==> config.mk <==
export PLATFORM = sky130hd
export DESIGN_NAME = stack_ptr_unit
export DESIGN_NICKNAME = d
export VERILOG_FILES = /design/src/rtl/stack_ptr_unit.sv
export SDC_FILE = /design/constraint.sdc
export NUM_CORES = 1
export LEC_CHECK = 0
export BUFFER_PORTS_ARGS = -buffer_cell sky130_fd_sc_hd__buf_2
export CAP_MARGIN = 20
export CORE_ASPECT_RATIO = 1.5
export CORE_MARGIN = 1.5
export CORE_UTILIZATION = 52
export DETAILED_ROUTE_END_ITERATION = 7
export HOLD_SLACK_MARGIN = 0.05
export PLACE_DENSITY = 0.77
export SLEW_MARGIN = 20
export SYNTH_ARGS = -nofsm -noshare
export SYNTH_HDL_FRONTEND = slang
export SYNTH_SLANG_ARGS = --single-unit
==> constraint.sdc <==
create_clock -name clock -period 2.8 [get_ports clock]
set_input_delay 0.56 -clock clock [delete_from_list [all_inputs] [get_ports clock]]
set_output_delay 0.56 -clock clock [all_outputs]
set_load 0.1 [all_outputs]
==> src/rtl/stack_ptr_unit.sv <==
// Stack-pointer unit: INC/DEC/ADD_REL in one cycle, multi-beat little-endian LOAD
// from the byte bus sequenced by a two-state FSM with a valid/ready handshake.
module stack_ptr_unit #(
    parameter int          WIDTH       = 16,
    parameter logic [63:0] RESET_VALUE = 64'hFFFE
) (
    input  logic             clock,
    input  logic             reset,
    input  logic             op_valid,
    input  logic [2:0]       op,
    output logic             op_ready,
    input  logic [7:0]       data_in,
    input  logic             byte_valid,
    input  logic             abort,
    output logic [WIDTH-1:0] sp,
    output logic             flag_h,
    output logic             flag_c,
    output logic             wrap,
    output logic             busy
);

    localparam int                BYTES  = WIDTH / 8;
    localparam int                CNT_W  = $clog2(BYTES);
    localparam logic [CNT_W-1:0]  LAST   = CNT_W'(BYTES - 1);
    localparam logic [WIDTH-1:0]  RST_SP = WIDTH'(RESET_VALUE);

    localparam logic [2:0] OP_NOP     = 3'd0;
    localparam logic [2:0] OP_INC     = 3'd1;
    localparam logic [2:0] OP_DEC     = 3'd2;
    localparam logic [2:0] OP_LOAD    = 3'd3;
    localparam logic [2:0] OP_ADD_REL = 3'd4;

    typedef enum logic {
        IDLE      = 1'b0,
        LOAD_BUSY = 1'b1
    } state_t;

    state_t             state_q, state_d;
    logic [CNT_W-1:0]   cnt_q, cnt_d;
    logic [WIDTH-9:0]   stage_q, stage_d;
    logic [WIDTH-1:0]   sp_q, sp_d;
    logic               flag_h_q, flag_h_d;
    logic               flag_c_q, flag_c_d;
    logic               wrap_q, wrap_d;

    always_ff @(posedge clock) begin
        if (reset) begin
            state_q  <= IDLE;
            cnt_q    <= '0;
            stage_q  <= '0;
            sp_q     <= RST_SP;
            flag_h_q <= 1'b0;
            flag_c_q <= 1'b0;
            wrap_q   <= 1'b0;
        end else begin
            state_q  <= state_d;
            cnt_q    <= cnt_d;
            stage_q  <= stage_d;
            sp_q     <= sp_d;
            flag_h_q <= flag_h_d;
            flag_c_q <= flag_c_d;
            wrap_q   <= wrap_d;
        end
    end

    always_comb begin
        state_d  = state_q;
        cnt_d    = cnt_q;
        stage_d  = stage_q;
        sp_d     = sp_q;
        flag_h_d = flag_h_q;
        flag_c_d = flag_c_q;
        wrap_d   = 1'b0;

        case (state_q)
            IDLE: begin
                if (op_valid) begin
                    case (op)
                        OP_INC: begin
                            sp_d   = sp_q + WIDTH'(1);
                            wrap_d = &sp_q;
                        end
                        OP_DEC: begin
                            sp_d   = sp_q - WIDTH'(1);
                            wrap_d = ~|sp_q;
                        end
                        OP_LOAD: begin
                            stage_d[7:0] = data_in;
                            cnt_d        = CNT_W'(1);
                            state_d      = LOAD_BUSY;
                        end
                        OP_ADD_REL: begin
                            sp_d     = sp_q + {{(WIDTH-8){data_in[7]}}, data_in};
                            // Flags always come from the unsigned low-byte sum.
                            flag_h_d = (5'(sp_q[3:0]) + 5'(data_in[3:0])) > 5'd15;
                            flag_c_d = (9'(sp_q[7:0]) + 9'(data_in)) > 9'd255;
                        end
                        default: ; // NOP and reserved opcodes
                    endcase
                end
            end
            LOAD_BUSY: begin
                if (abort) begin
                    state_d = IDLE;
                    cnt_d   = '0;
                end else if (byte_valid) begin
                    if (cnt_q == LAST) begin
                        // Whole pointer is written at once on the final beat.
                        sp_d    = {data_in, stage_q};
                        state_d = IDLE;
                        cnt_d   = '0;
                    end else begin
                        for (int i = 1; i < BYTES - 1; i++) begin
                            if (cnt_q == CNT_W'(i)) stage_d[i*8 +: 8] = data_in;
                        end
                        cnt_d = cnt_q + CNT_W'(1);
                    end
                end
            end
            default: begin
                state_d = IDLE;
                cnt_d   = '0;
            end
        endcase
    end

    assign op_ready = (state_q == IDLE);
    assign busy     = (state_q == LOAD_BUSY);
    assign sp       = sp_q;
    assign flag_h   = flag_h_q;
    assign flag_c   = flag_c_q;
    assign wrap     = wrap_q;

endmodule

==> impl_metrics.py, run 1 <==
metrics = {
    "clock_network": {
        "cts_inserted_buffers": 5,
        "clk_pin_slew_ns": 0.06,
        "clock_latency_ns": 0.28,
        "clock_sinks": 29,
        "cts_buffer_depth": 2,
        "cts_tree": "yes",
        "cts_root_buffer": "clkbuf_8",
        "h-tree-depth": 2,
    },
    "floorplanning": {
        "die_y_um": 84.8,
        "io_pins": 37,
        "core_area_um2": 4250,
        "start_util_pct": 54.6,
        "die_x_um": 57.5,
        "die-area_um2": 4880,
        "num_rows": 29,
    },
    "place": {
        "io_buffers": 36,
        "gp_congestion": 0.869,
        "place_area_um2": 2790,
        "dp_hpwl_um": 5310,
        "dp_slack_ns": -0.185,
    },
    "cells_and_area": {
        "utilization_pct": 69.4,
        "fill_cells": 361,
        "n_antenna_cell": 0,
        "area_growth_pct": 27.0,
        "design_area_um2": 2950,
        "nNetsFinal": 392,
        "drive_above_1_share_pct": 28.3,
    },
    "critical_path": {
        "rr_endpoint": "sp[15]",
        "crit_type": "in2reg",
        "endpoint": "sp[15]",
        "required_ns": 3.02,
        "crit_path_end_kind": "register",
        "start_kind": "input pin",
        "reg2reg_depth": 7,
        "cp-startpoint": "op[1]",
        "crit_fanout": 6,
        "timing.rr.start": "sp[8]",
        "ff2ff_setup_slack_ns": 0.52,
        "arrival_ns": 2.97,
    },
    "global_route": {
        "antenna_found_initial": 0,
        "grt_pass1_vias": 2466,
        "grt_pass1_wl_um": 11200,
        "grt_overflow": 0,
        "grt_max_degree": 27,
        "track_usage_pct": 29.0,
    },
    "pwr": {
        "power.density_nw_per_um2": 579,
        "intPower_mw": 0.975,
        "switching_power_mw": 0.731,
        "share_seq_of_total_power_pct": 28.8,
        "swShare_pct": 42.8,
        "p_leak_nw": 1.37,
        "clkPwrFrac_pct": 22.6,
        "ir_drop_mv": 0.433,
        "pwr-share-comb_pct": 48.6,
    },
    "synth": {
        "syn_avg_cell_area_um2": 8.16,
        "muxShareOfSynthArea_pct": 3.45,
        "synth-simple-area-share_pct": 19.9,
        "synth_cells": 284,
        "synth_area_um2": 2320,
        "yosys_register_bits": 29,
        "synth-adder-area-share_pct": 13.6,
        "synth_top_family_by_area": "compound AO/OA/AOI/OAI gates",
        "synthFlopType": "dfxtp_1",
        "synth_edf_count": 0,
        "yosysSeqAreaShare_pct": 25.0,
        "async_flop_share_pct": 0,
        "synthDistinctLibCells": 56,
        "yosysWarnings": 0,
        "synth_nets": 324,
        "synth-xor-area-share_pct": 3.02,
        "synth_compound_area_share_pct": 30.4,
    },
    "timing": {
        "finalHoldViolCount": 0,
        "fin_crit_sh_pct": 98.2,
        "max_freq_ghz": 0.364,
        "rsz0062_at_grt": "false",
        "fin_tns_setup_ns": 0,
        "report.final.slew_viol_count": 0,
        "worst_slack_ns": 0.0504,
        "finalCriticalPeriod_ns": 2.75,
        "tightest_slew_ns": 0.721,
        "slew_headroom_pct": 51.8,
        "skew_ns": 0.00466,
        "setup_viol": 0,
    },
    "routing": {
        "wl_um": 6970,
        "drc": 0,
        "vias_per_cell": 6.27,
        "dr.pass1.iters": 5,
        "routedWlPerCell_um": 17.5,
        "dr_total_vias": 2502,
        "drtIter0Drc": 159,
        "ant_nets": 0,
    },
    "status": {
        "status": "finished, final reports clean",
    },
    "worst_hold_path": {
        "hold_class": "reg2reg",
    },
    "run": {
        "maxCapViolCount": 0,
    },
}
[metal layers]
layer	part of all wire [%]	global-route usage (%)	vias up
met5	0	0	-
met4	2.9	12.7	0
met3	5.0	4.93	25
met2	51	50.6	95
met1	41	33.8	1177
li1	-	-	1205
[power by group through the flow]
stage | Clock (mW) | Sequential (mW) | Combinational [mW]
after floorplan | 0 | 0.672 | 0.395
after global placement | 0 | 0.496 | 0.786
after detailed placement | 0 | 0.497 | 0.799
after CTS | 0.387 | 0.488 | 0.803
after global routing | 0.409 | 0.493 | 0.890
final | 0.386 | 0.491 | 0.830
[how the worst min path moves through the flow]
stage	from	to	slack, ns	cells past startpoint
floorplan	stage_q[1]	stage_q[1]	0.45	2
global placement	stage_q[1]	stage_q[1]	0.47	2
detailed placement	stage_q[1]	stage_q[1]	0.49	2
CTS	stage_q[1]	stage_q[1]	0.50	2
global route	stage_q[2]	stage_q[2]	0.55	2
finish	stage_q[2]	stage_q[2]	0.51	2
[sequential cells by signal, indices dropped and copies added (netlist names)]
signal	count
cnt_q	1
stage_q	8
busy	1
sp	16
wrap	1
flag_c	1
flag_h	1
[kinds of logic (layout without fill, tap and decap cells)]
family,Yosys count,count (layout)
muxes,8,8
DFF,29,29
and+or+nand+nor,91,91
AOI/OAI and AO/OA,99,99
xor gates and xnor gates,8,8
adders and majority gates,24,24
buffers and inverters,25,94
[layout make-up]
type	count	area, um2	share of cell area (%)
Timing Repair Buffer	74	472	16.0
Tap cell	46	57.6	1.95
Clock buffer	7	96.3	3.27
Sequential cell	29	582	19.8
Clock inverter	1	5.00	0.170
Multi-Input combinational cell	230	1690	57.3
Inverter	12	45.0	1.53
[cell usage after synthesis, types with 2 or more instances]
| master | count | share of area, % |
|---|---|---|
| mux2i_1 | 8 | 3.5 |
| o31a_1 | 2 | 0.76 |
| nand3_1 | 3 | 0.65 |
| nor2_1 | 22 | 3.6 |
| buf_2 | 5 | 1.1 |
| ha_1 | 22 | 12 |
| o21bai_1 | 2 | 0.65 |
| nor4_1 | 8 | 2.2 |
| a21oi_1 | 18 | 3.9 |
| nand2_1 | 23 | 3.7 |
| nand2b_1 | 4 | 1.1 |
| xnor2_1 | 5 | 1.9 |
| o211ai_1 | 6 | 1.9 |
| and3_1 | 6 | 1.6 |
| nand4_1 | 4 | 1.1 |
| nor2b_1 | 5 | 1.3 |
| a311oi_1 | 3 | 1.1 |
| o21ai_0 | 18 | 3.9 |
| clkbuf_1 | 6 | 0.97 |
| or4_1 | 2 | 0.65 |
| a211oi_1 | 11 | 3.6 |
| inv_1 | 11 | 1.8 |
| a31oi_1 | 4 | 1.1 |
| o221ai_1 | 3 | 1.1 |
| xor2_1 | 3 | 1.1 |
| fa_1 | 2 | 1.7 |
| o21a_1 | 5 | 1.6 |
| nor3_1 | 7 | 1.5 |
| o21ai_1 | 2 | 0.43 |
| o211a_1 | 2 | 0.86 |
| a21o_1 | 9 | 2.9 |
| dfxtp_1 | 29 | 25 |
[cells in the final DEF (no fill, tap or decap), types with 2 or more instances in the layout]
cell and n:
a211oi_1 11, a21o_1 9, a21oi_1 15, a21oi_2 3, a311oi_1 3, a31oi_1 4
and3_1 6, buf_2 35, buf_4 38, clkbuf_8 7, dfxtp_1 28, ha_1 20
inv_1 11, mux2i_1 8, nand2_1 23, nand2b_1 3, nand3_1 3, nand4_1 4
nor2_1 22, nor2b_1 4, nor3_1 7, nor4_1 8, o211a_1 2, o211ai_1 6
o21a_1 5, o21ai_0 17, o21ai_1 3, o21bai_1 2, o221ai_1 3, o31a_1 2
o31ai_2 2, or4_1 2, xnor2_1 5, xor2_1 3
[metrics by stage]
step | instances | power, mW | hold WS (ns)
6_report | 399 | 1.71 | 0.507
5_1_grt | 399 | 1.79 | 0.550
4_1_cts | 398 | 1.68 | 0.500
3_5_place_dp | 390 | 1.30 | 0.486
3_3_place_gp | 390 | 1.28 | 0.473
2_1_floorplan | 284 | 1.07 | 0.455
[timing repair]
item	in CTS	in global routing
buffers inserted	0	1
gates resized for setup	0	9
endpoints found under the setup margin	0	5
hold buffers	0	0
[worst max-delay path, cell delays in order]
cell	delay [ns]
buf_2	0.16
nand3b_1	0.19
a21oi_2	0.30
ha_1	0.36
a21oi_2	0.21
o221ai_1	0.14
a21o_1	0.20
a221o_1	0.35
or4_1	0.40
nand3_1	0.09
No activity file was read; power rests on OpenSTA's default activity.
==> inputs of run 2 (changes only) <==
--- a/config.mk
+++ b/config.mk
@@ -9,10 +9,10 @@
 export CAP_MARGIN = 20
 export CORE_ASPECT_RATIO = 1.5
 export CORE_MARGIN = 1.5
-export CORE_UTILIZATION = 52
+export CORE_UTILIZATION = 57
 export DETAILED_ROUTE_END_ITERATION = 7
 export HOLD_SLACK_MARGIN = 0.05
-export PLACE_DENSITY = 0.77
+export PLACE_DENSITY = 0.8
 export SLEW_MARGIN = 20
 export SYNTH_ARGS = -nofsm -noshare
 export SYNTH_HDL_FRONTEND = slang
==> constraint.sdc (replaced) <==
create_clock -name clock -period 2.55 [get_ports clock]
set_input_delay 0.51 -clock clock [delete_from_list [all_inputs] [get_ports clock]]
set_output_delay 0.51 -clock clock [all_outputs]
set_load 0.1 [all_outputs]
==> run 2 against run 1 <==
Effect of this change: the flow now finishes with violations (setup timing); critical path depth grew 2; core utilization increased by 14 points; flip-flop and latch count did not move; first-iteration DRC count shrank 1.3%.
==> impl_metrics.py, run 2 (synthesized netlist as in run 1, its figures left out) <==
metrics = {
    "status": {
        "status": "finished, violations left",
        "failed_checks": "setup timing",
    },
    "critical_path": {
        "start_kind": "input pin",
        "max_stage_delay_ns": 0.33,
        "worstSetupPathDepth": 12,
        "ff2ff_setup_slack_ns": 0.37,
        "arrival_ns": 2.83,
        "reg2reg_depth": 7,
        "timing.rr.start": "sp[7]",
        "required_ns": 2.77,
        "crit_type": "in2reg",
        "crit_buf_inv": 2,
        "cp_top_family": "compound AO/OA/AOI/OAI gates",
        "rr_endpoint": "sp[12]",
        "cp_common_cell": "o21a_1",
        "crit_path_end_kind": "register",
        "endpoint": "sp[12]",
        "crit_fanout": 5,
        "path_cells": "buf_8, nor3b_4, nand2b_1, ha_4, inv_2, fa_2, nor2b_4, o31a_2, o21a_1, o31a_1, o21a_1, o31ai_2",
        "cp_slowest_cell": "o31a_2",
        "cp-startpoint": "op[0]",
    },
    "pwr": {
        "p_leak_nw": 1.55,
        "power_mw": 2.00,
        "power.density_nw_per_um2": 609,
        "ir_drop_mv": 0.557,
    },
    "routing": {
        "dr_total_vias": 2896,
        "routedWlPerCell_um": 20.2,
        "ant_nets": 0,
        "vias_per_cell": 6.72,
        "drc": 0,
        "dr.pass1.iters": 5,
        "wl_um": 8700,
        "drtIter0Drc": 157,
    },
    "timing": {
        "skew_ns": 0.00569,
        "slew_headroom_pct": 49.9,
        "setup_viol": 2,
        "rsz0062_at_grt": "true",
        "finalCriticalPeriod_ns": 2.61,
        "hold_ws_ns": 0.521,
        "worst_slack_ns": -0.0608,
        "report.final.slew_viol_count": 0,
        "max_freq_ghz": 0.383,
        "finalHoldViolCount": 0,
        "tightest_slew_ns": 0.749,
        "fin_crit_sh_pct": 102,
    },
    "cells_and_area": {
        "layout_commonest_cell": "buf_4",
        "mostFrequentLayoutCells": "71 x buf_4, 33 x buf_2, 23 x nand2_1, 23 x dfxtp_1, 22 x nor2_1",
        "n_antenna_cell": 0,
        "nNetsFinal": 426,
        "largest_reg_flops": 16,
        "fill_cells": 229,
        "drive_above_1_share_pct": 37.8,
        "area_growth_pct": 41.9,
    },
    "floorplanning": {
        "die_y_um": 81.1,
        "start_util_pct": 59.1,
        "io_pins": 37,
        "num_rows": 28,
        "die_x_um": 55.1,
        "die-area_um2": 4470,
        "core_area_um2": 3920,
    },
    "run": {
        "maxCapViolCount": 0,
    },
    "global_route": {
        "grt_pass1_wl_um": 13400,
        "antenna_found_initial": 0,
        "track_usage_pct": 41.5,
        "grt_overflow": 0,
        "grt_max_degree": 26,
        "grt_pass1_vias": 2907,
    },
    "clock_network": {
        "clock_latency_ns": 0.29,
        "cts_inserted_buffers": 5,
        "cts_hold_buf": 0,
        "cts_tree": "yes",
        "cts_buffer_depth": 2,
        "h-tree-depth": 2,
        "cts_root_buffer": "clkbuf_8",
        "clock_sinks": 29,
        "clk_pin_slew_ns": 0.07,
    },
    "place": {
        "gp_congestion": 0.923,
        "io_buffers": 36,
        "dp_hpwl_um": 5820,
    },
    "worst_hold_path": {
        "hold_class": "reg2reg",
    },
}
run 2: cell count changes in the layout (fill, tap and decap cells not counted), moves of 2 or more:
cell / previous run / this run
ha_1: 20 / 16
dfxtp_2: 1 / 6
inv_1: 11 / 9
o21ai_2: 0 / 2
buf_8: 0 / 2
ha_4: 1 / 5
o21ai_0: 17 / 14
buf_4: 38 / 71
buf_2: 35 / 33
inv_2: 1 / 3
dfxtp_1: 28 / 23
run 2: metal layers:
| layer | up-vias | global-route usage (%) | part of all wire, % |
|---|---|---|---|
| met2 | 214 | 66.7 | 50 |
| met4 | 0 | 29.8 | 5.9 |
| li1 | 1278 | - | - |
| met1 | 1341 | 40.9 | 34 |
| met5 | - | 0 | 0 |
| met3 | 63 | 17.8 | 11 |
run 2: how the worst min path moves through the flow:
| stage | start | to | slack [ns] | depth (start not counted) |
|---|---|---|---|---|
| global placement | stage_q[1] | stage_q[1] | 0.48 | 2 |
| CTS | stage_q[1] | stage_q[1] | 0.50 | 2 |
| finish | stage_q[5] | stage_q[5] | 0.52 | 2 |
| detailed placement | stage_q[1] | stage_q[1] | 0.48 | 2 |
| floorplan | stage_q[1] | stage_q[1] | 0.45 | 2 |
| global route | stage_q[1] | stage_q[1] | 0.52 | 2 |
run 2: worst min-delay path, stage by stage (launching register included):
cell,delay (ns)
dfxtp_1,0.34
mux2i_1,0.07
nor2_1,0.08
run 2: area by class of cell:
type | instances | area (um2) | area share, %
Tap cell | 45 | 56.3 | 1.71
Sequential cell | 29 | 588 | 17.9
Timing Repair Buffer | 108 | 751 | 22.8
Clock buffer | 7 | 86.3 | 2.62
Inverter | 12 | 45.0 | 1.37
Multi-Input combinational cell | 230 | 1760 | 53.6
run 2: metrics by stage:
step | cells | worst slack [ns] | util, % | cell area (um2) | TNS, ns
2_1_floorplan | 284 | -0.153 | - | 2360 | -0.293
3_3_place_gp | 414 | -0.347 | 76.1 | 2990 | -2.20
3_5_place_dp | 414 | -0.365 | 76.1 | 2990 | -2.70
4_1_cts | 427 | -0.0322 | 82.0 | 3220 | -0.0322
5_1_grt | 431 | -0.166 | 83.8 | 3290 | -0.687
6_report | 431 | -0.0608 | 83.8 | 3290 | -0.0779
run 2: repair_timing:
item,in CTS,in global routing
pin swaps,10,14
gates resized for setup,16,13
endpoints found under the setup margin,5,9
cloned,0,0
setup buffers,6,4
run 2: power by group:
| group | internal (mW) | total [mW] | switching, mW |
|---|---|---|---|
| clock | 0.214 | 0.398 | 0.185 |
| sequential | 0.488 | 0.551 | 0.0628 |
| combinational | 0.434 | 1.05 | 0.620 |
